===== src/rtl/c499_sec_locked.sv =====
// Registered, key-locked c499 32-bit SEC decoder.
// Optional syn/err outputs when C499_SYNDROME_OUT_EN is defined.
module c499_sec_locked #(
  parameter logic [30:0] KEY_CORRECT = 31'h2A5F3C96
) (
  input  logic        clk,
  input  logic        rst,
  input  logic        in_valid,
  input  logic [31:0] id,
  input  logic [7:0]  ic,
  input  logic        r,
  input  logic [30:0] key,
  output logic        out_valid,
  output logic [31:0] od
`ifdef C499_SYNDROME_OUT_EN
  ,
  output logic [7:0]  syn,
  output logic        err
`endif
);

  function automatic logic [3:0] pos_code(input logic [2:0] p);
    logic [3:0] c;
    c = 4'b0000;
    case (p)
      3'd0: c = 4'b0001;
      3'd1: c = 4'b0010;
      3'd2: c = 4'b0100;
      3'd3: c = 4'b1000;
      3'd4: c = 4'b0111;
      3'd5: c = 4'b1011;
      3'd6: c = 4'b1101;
      3'd7: c = 4'b1110;
      default: c = 4'b0000;
    endcase
    return c;
  endfunction

  function automatic logic [3:0] byte_sel(input logic [1:0] b);
    logic [3:0] o;
    o = 4'b0000;
    o[b] = 1'b1;
    return o;
  endfunction

  logic [7:0]  g;
  logic [7:0]  s;
  logic [31:0] e;
  logic [31:0] c;
  logic [30:0] d;
  logic [31:0] m;

  assign g = ic & {8{r}};

  // Byte parities on s[3:0], position-code parities on s[7:4].
  always_comb begin
    s = g;
    for (int i = 0; i < 32; i++) begin
      if (id[i]) begin
        s[3:0] = s[3:0] ^ byte_sel(2'(i / 8));
        s[7:4] = s[7:4] ^ pos_code(3'(i % 8));
      end
    end
  end

  always_comb begin
    e = '0;
    for (int i = 0; i < 32; i++) begin
      e[i] = (s[3:0] == byte_sel(2'(i / 8)))
          && (s[7:4] == pos_code(3'(i % 8)));
    end
  end

  assign c = id ^ e;

  // A wrong key flips bits in a key-dependent but fixed pattern.
  assign d = key ^ KEY_CORRECT;
  assign m = {|d, d};

  always_ff @(posedge clk or posedge rst) begin
    if (rst) begin
      out_valid <= 1'b0;
      od        <= '0;
    end else begin
      out_valid <= in_valid;
      if (in_valid) od <= c ^ m;
    end
  end

`ifdef C499_SYNDROME_OUT_EN
  always_ff @(posedge clk or posedge rst) begin
    if (rst) begin
      syn <= '0;
      err <= 1'b0;
    end else if (in_valid) begin
      syn <= s;
      err <= (|s) && !(|e);
    end
  end
`endif

endmodule


===== config.mk =====
export PLATFORM = sky130hd
export DESIGN_NAME = c499_sec_locked
export DESIGN_NICKNAME = d
export VERILOG_FILES = /design/src/rtl/c499_sec_locked.sv
export SDC_FILE = /design/constraint.sdc
export NUM_CORES = 1
export LEC_CHECK = 0
export ABC_AREA = 1
export BUFFER_PORTS_ARGS = -buffer_cell sky130_fd_sc_hd__buf_4
export CAP_MARGIN = 0
export CORE_ASPECT_RATIO = 2
export CORE_UTILIZATION = 45
export DETAILED_ROUTE_END_ITERATION = 7
export GPL_ROUTABILITY_DRIVEN = 0
export PLACE_DENSITY = 0.68
export SETUP_SLACK_MARGIN = 0.05
export SYNTH_ARGS = -nofsm -noshare
export SYNTH_HDL_FRONTEND = slang
export SYNTH_SLANG_ARGS = --single-unit

===== constraint.sdc =====
create_clock -name clk -period 1.5 [get_ports clk]
set_input_delay 0 -clock clk [delete_from_list [all_inputs] [get_ports clk]]
set_output_delay 0 -clock clk [all_outputs]
set_load 0.03 [all_outputs]

==> impl_metrics.env, run 1 <==
export IMPL_coreArea_sq_um=9380
export IMPL_syn_to_final_growth_pct=45.3
export IMPL_critical_path_class="in2reg"
export IMPL_grt_pass1_wl_mm=20.8
export IMPL_synthTopCellsByArea="nand2_1, dfrtp_1, nand3_1"
export IMPL_final_cells=976
export IMPL_cp_slowest_stage_delay_ps=270
export IMPL_cts_tree="done"
export IMPL_ios=108
export IMPL_vias=4980
export IMPL_pre_cts_slack_ps=-295
export IMPL_use_met1_pct=26.2
export IMPL_worst_path_max_fanout=8
export IMPL_drtPass1Iterations=4
export IMPL_cp_start_kind="input port"
export IMPL_ant_nets=0
export IMPL_cts_max_path_buffers=2
export IMPL_routed_wl_mm=13.9
export IMPL_yosysWarnings=0
export IMPL_ys_types=28
export IMPL_dp_cells=958
export IMPL_reg2reg_from="od[5]"
export IMPL_setup_viol=0
export IMPL_vias_per_cell=5.10
export IMPL_fin_crit_sh_pct=98.4
export IMPL_ys_ff_latch=33
export IMPL_crit_end="od[18]"
export IMPL_htreeDepth=2
export IMPL_fin_area_sq_um=6300
export IMPL_p_leak_uw=0.00354
export IMPL_slowest_stage="nor2_4"
export IMPL_multi_input_area_sq_um=3360
export IMPL_antenna_found_initial=0
export IMPL_max_slew_margin_pct=72.9
export IMPL_gr_usage_met2_pct=51.2
export IMPL_cts_sinks=33
export IMPL_path_common_cell="nand2_1"
export IMPL_status="finished, final reports clean"
export IMPL_drt_iter0_markers=414
export IMPL_end_kind="flop"
export IMPL_start_util_pct=46.2
export IMPL_clk_latency_ps=280
export IMPL_die_y_um=141
export IMPL_max_freq_ghz=0.678
export IMPL_clk_pin_slew_ps=50
export IMPL_r2r_slack_ps=830
export IMPL_grt_pass1_vias=4572
export IMPL_diodes=0
export IMPL_hold_viol_final=0
export IMPL_drv_cap=0
export IMPL_clock_skew_ps=0
export IMPL_cp_startpoint="id[2]"
export IMPL_ir_worst_vdd_uv=566
export IMPL_r2r_cells=2
export IMPL_reg2reg_to="od[5]"
export IMPL_fill_cells=853
export IMPL_overflow=0
export IMPL_hp_class="in2reg"
export IMPL_grt_max_degree=35
export IMPL_setup_slack_ps=24.7
export IMPL_grt_met3_usage_pct=1.07
export IMPL_path_cells="buf_8 > nor2_2 > nor2_4 > nand2_2 > nand2_2 > nand2_2 > nand2_1 > nand2_1 > nand2_1 > nand2_2 > nand2_8 > nor2_4 > nand3_1 > nand2_1 > nand3_1 > nand2_1"
export IMPL_synthCells=732
export IMPL_fin_util_pct=67.2
export IMPL_postPlaceCellArea_sq_um=5500
export IMPL_wl_per_cell_um=14.3
export IMPL_timing_hold_ws_ps=49.3
export IMPL_clockRootBuffer="clkbuf_16"
export IMPL_nNetsFinal=946
export IMPL_yosysSeqAreaShare_pct=19.0
export IMPL_synth_top_area_share_pct=26.7
export IMPL_die_x_um=71.4
export IMPL_syn_area_sq_um=4340
export IMPL_drcViolationCount=0
export IMPL_layout_drive_gt1_share_pct=37.6
export IMPL_dieArea_sq_um=10100
export IMPL_row_count=50
export IMPL_top_usage_layer="met2"
export IMPL_cts_buffers=5
export IMPL_worst_pin_slew_ps=407
export IMPL_synth_area_per_cell_sq_um=5.92
export IMPL_rsz0062_at_grt="yes"
export IMPL_ff_latch_area_sq_um=826
export IMPL_hpwlAfterDp_mm=10.9
export IMPL_post_synth_top_area_cell="nand2_1"
export IMPL_synth_nets=807
export IMPL_slew_viol_final=0
export IMPL_io_buffers=107
export IMPL_track_usage_pct=26.6
export IMPL_cp_required_ps=1720
export IMPL_timing_final_crit_period_ps=1480
export IMPL_powerDensity_nw_per_um2=835
export IMPL_arrival_ps=1690
cell usage after synthesis:
library cell and number:
nand3_2 1, dfrtp_1 33, nor2_8 5, inv_1 87, nor4_1 2, inv_2 17, o21ai_1 1, buf_4 12
nor3_1 1, buf_2 11, nand2_4 9, nand3b_1 1, nor2_2 1, xnor2_2 2, nand3_1 99, nor2_4 5
xor2_2 1, nand4_1 25, nor2_1 25, nor3b_1 1, nand2_2 12, xor2_1 42, nand2_1 308, xnor2_1 18
buf_6 6, clkbuf_2 2, nand2_8 1, clkbuf_1 4
state kept, by name, indices dropped and copies added (netlist names):
signal,cells
od,32
out_valid,1
worst min-delay path by stage:
stage                     startpoint   endpoint  slack, ps  cells after the start
after CTS                   in_valid  out_valid         40                      1
after detailed placement         rst     od[19]        120                      3
final                       in_valid  out_valid         50                      1
after global routing        in_valid  out_valid         60                      1
after floorplan             in_valid  out_valid         30                      0
after global placement           rst     od[20]        110                      3
timing repair:
action,in CTS,in global routing
hold buffers,1,0
setup buffers,0,4
resized for setup,2,141
endpoints found under the setup margin,17,32
hold endpoints to repair,33,0
gates cloned,0,5
pin swaps,0,76
where the power goes:
part / switching [uW] / internal (uW) / total (uW)
combinational: 2000 / 1220 / 3220
clock: 364 / 607 / 971
sequential: 67.1 / 1000 / 1070
per-layer routing:
metal,vias up,part of all wire (%)
met5,-,0
met4,0,6.1
met3,49,2.8
met2,141,57
met1,2270,34
li1,2520,-
through the flow:
step / power (uW) / TNS, ps
after floorplan: 2930 / 0
after global placement: 3720 / -5790
after detailed placement: 3770 / -7590
after CTS: 4760 / 0
after global routing: 5550 / -668
final: 5260 / 0
critical path, delay by kind of cell:
kind	cells	cell delay [ps]
and+or+nand+nor	15	1560
buffers and inverters	1	110
layout by cell type (no fill, tap or decap), types with 2 or more instances in the layout:
cell and instances:
nand3_2 27, buf_6 11, buf_4 138, xor2_1 40, nor2_4 12, clkbuf_16 7, nor2_8 5, nor4_1 2
nand2_1 260, nand3_4 2, xor2_2 3, xnor2_1 12, nor2_2 5, nand2_2 55, buf_12 8, dfrtp_1 33
buf_8 4, clkinv_2 2, inv_2 18, nand4_1 25, inv_1 80, nand2_8 4, nand2_4 11, nand3_1 71
inv_4 6, nor2_1 17, xnor2_2 7
final cells by class:
class | instances | share of cell area [%]
Multi-Input combinational cell | 563 | 53.3
Timing Repair Buffer | 164 | 22.9
Sequential cell | 33 | 13.1
Inverter | 104 | 6.43
Tap cell | 104 | 2.06
Clock buffer | 5 | 1.99
Clock inverter | 3 | 0.278
cells by family (layout without fill, tap and decap cells):
group / Yosys count / after routing / synth area share (%)
buf+inv: 139 / 276 / 14.5
simple gates: 496 / 499 / 53.1
xor+xnor: 63 / 63 / 13.2
flops: 33 / 33 / 19.0
compound gates: 1 / 1 / 0.115
Power figures use the tool's default switching activity.
==> run 2, diff against run 1 <==
CELL_PAD_IN_SITES_DETAIL_PLACEMENT = 1   (was unset)
CELL_PAD_IN_SITES_GLOBAL_PLACEMENT = 1   (was unset)
CORE_UTILIZATION = 40   (was 45)
PLACE_DENSITY = 0.87   (was 0.68)
==> run 2 against run 1 <==
  * The run now ends with negative setup slack left
  * Non-clock buffer count is 11 higher
  * Setup slack worse by 470 ps
  * Highest routed layer is now met5
  * Sequential share of layout area is 1.7 points lower
  * Fmax is 24% lower
  * Clock skew stayed put
==> impl_metrics.env, run 2 (same netlist as run 1, synthesis figures left out) <==
export IMPL_die_x_um=75.6
export IMPL_fin_util_pct=68.6
export IMPL_reg2reg_to="od[12]"
export IMPL_p_leak_uw=0.00384
export IMPL_die_y_um=149
export IMPL_postPlaceCellArea_sq_um=5530
export IMPL_coreArea_sq_um=10500
export IMPL_drv_cap=0
export IMPL_r2r_slack_ps=720
export IMPL_worst_pin_slew_ps=650
export IMPL_cp_start_kind="input port"
export IMPL_top_regs="od: 32 flops, out_valid: 1 flops"
export IMPL_end_kind="flop"
export IMPL_layout_drive_gt1_share_pct=49.9
export IMPL_track_usage_pct=31.8
export IMPL_row_count=53
export IMPL_overflow=0
export IMPL_hpwlAfterDp_mm=13.7
export IMPL_r2r_cells=2
export IMPL_ios=108
export IMPL_slew_viol_final=0
export IMPL_io_buffers=107
export IMPL_fin_area_sq_um=7230
export IMPL_powerDensity_nw_per_um2=926
export IMPL_fin_crit_sh_pct=130
export IMPL_timing_final_crit_period_ps=1940
export IMPL_diodes=0
export IMPL_ir_worst_vdd_uv=1290
export IMPL_drt_iter0_markers=535
export IMPL_clk_pin_slew_ps=60
export IMPL_clock_skew_ps=0
export IMPL_cp_required_ps=1640
export IMPL_final_common_cell="nand2_1"
export IMPL_final_cell_mix="nand2_1, buf_4, nand2_2"
export IMPL_ant_nets=0
export IMPL_clockRootBuffer="clkbuf_16"
export IMPL_regMostFlops="od"
export IMPL_pre_cts_slack_ps=-353
export IMPL_violations="negative setup slack"
export IMPL_vias_per_cell=6.34
export IMPL_vias=6464
export IMPL_largest_reg_flops=32
export IMPL_drcViolationCount=0
export IMPL_start_util_pct=41.1
export IMPL_setup_viol=32
export IMPL_routed_wl_mm=28.2
export IMPL_wl_per_cell_um=27.6
export IMPL_cts_buffers=5
export IMPL_reg2reg_from="od[12]"
export IMPL_grt_pass1_wl_mm=27.1
export IMPL_antenna_found_initial=1
export IMPL_status="finished with violations"
export IMPL_dieArea_sq_um=11300
export IMPL_timing_hold_ws_ps=72.7
export IMPL_worst_path_max_fanout=8
export IMPL_power_uw=6690
export IMPL_hp_class="in2reg"
export IMPL_cts_max_path_buffers=2
export IMPL_cts_tree="done"
export IMPL_setup_slack_ps=-444
export IMPL_critical_path_class="in2reg"
export IMPL_clk_latency_ps=280
export IMPL_max_freq_ghz=0.514
export IMPL_grt_pass1_vias=5830
export IMPL_drtPass1Iterations=6
export IMPL_crit_end="od[16]"
export IMPL_htreeDepth=2
export IMPL_cp_startpoint="id[29]"
export IMPL_grt_max_degree=35
export IMPL_syn_to_final_growth_pct=66.7
export IMPL_cts_sinks=33
export IMPL_fill_cells=1272
export IMPL_rsz0062_at_grt="yes"
export IMPL_hold_viol_final=0
export IMPL_nNetsFinal=957
export IMPL_arrival_ps=2090
export IMPL_max_slew_margin_pct=56.3
run 2: changes by cell type in the layout (fill, tap and decap cells not counted), sizes merged:
cell / delta
clkbuf: +4
bufinv: +1
clkinv: -2
buf: +8
run 2: per-stage QoR:
step                std cells  TNS, ps
global placement          993    -5660
CTS                      1004        0
detailed placement        993    -8730
global route             1020   -10780
floorplan                 732        0
finish                   1020    -7320
run 2: how the worst min path moves through the flow:
stage | cells past startpoint | slack, ps | startpoint | end
after detailed placement | 3 | 110 | rst | od[17]
after floorplan | 0 | 30 | in_valid | out_valid
after CTS | 1 | 40 | in_valid | out_valid
after global placement | 3 | 100 | rst | od[17]
final | 1 | 70 | in_valid | out_valid
after global routing | 1 | 70 | in_valid | out_valid
run 2: final cells by class:
cell class / count / area (sq um) / area share [%]
inverters: 104 / 425 / 5.89
clock inverters: 2 / 37.5 / 0.519
flip-flops and latches: 33 / 826 / 11.4
clock buffers: 6 / 139 / 1.92
multi-input cells: 563 / 3980 / 55.1
well taps: 137 / 171 / 2.37
repair buffers: 175 / 1650 / 22.8
run 2: what timing repair did:
item                       4_1_cts  5_1_grt
pin swaps                       17      108
setup endpoints to repair       32       32
hold buffers                     1        0
hold endpoints to repair        33        0
setup buffers                    1        9
resized for setup               35      292
gates cloned                     1        7
run 2: worst max-delay path: stages:
cell and delay, ps:
buf_12 130, xnor2_4 240, inv_1 150, nand2_4 120
nand2_4 60, nand2_4 90, nand2_4 60, nand2_4 100
nand2_8 90, buf_12 140, nor2_4 300, nand4_1 310
nand3_2 170, nand2_1 130
run 2: metal layers:
metal  wire (um)  vias to the layer above  GRT usage [%]
li1            -                     2547              -
met1        8720                     3093           27.9
met2       13900                      551           61.7
met3        2360                      271           2.16
met4        3150                        2           24.8
met5          17                        -              0
run 2: power by group:
group	total, uW	switching, uW	internal, uW
clock	1250	417	829
sequential	1090	88.9	1000
combinational	4350	2870	1480
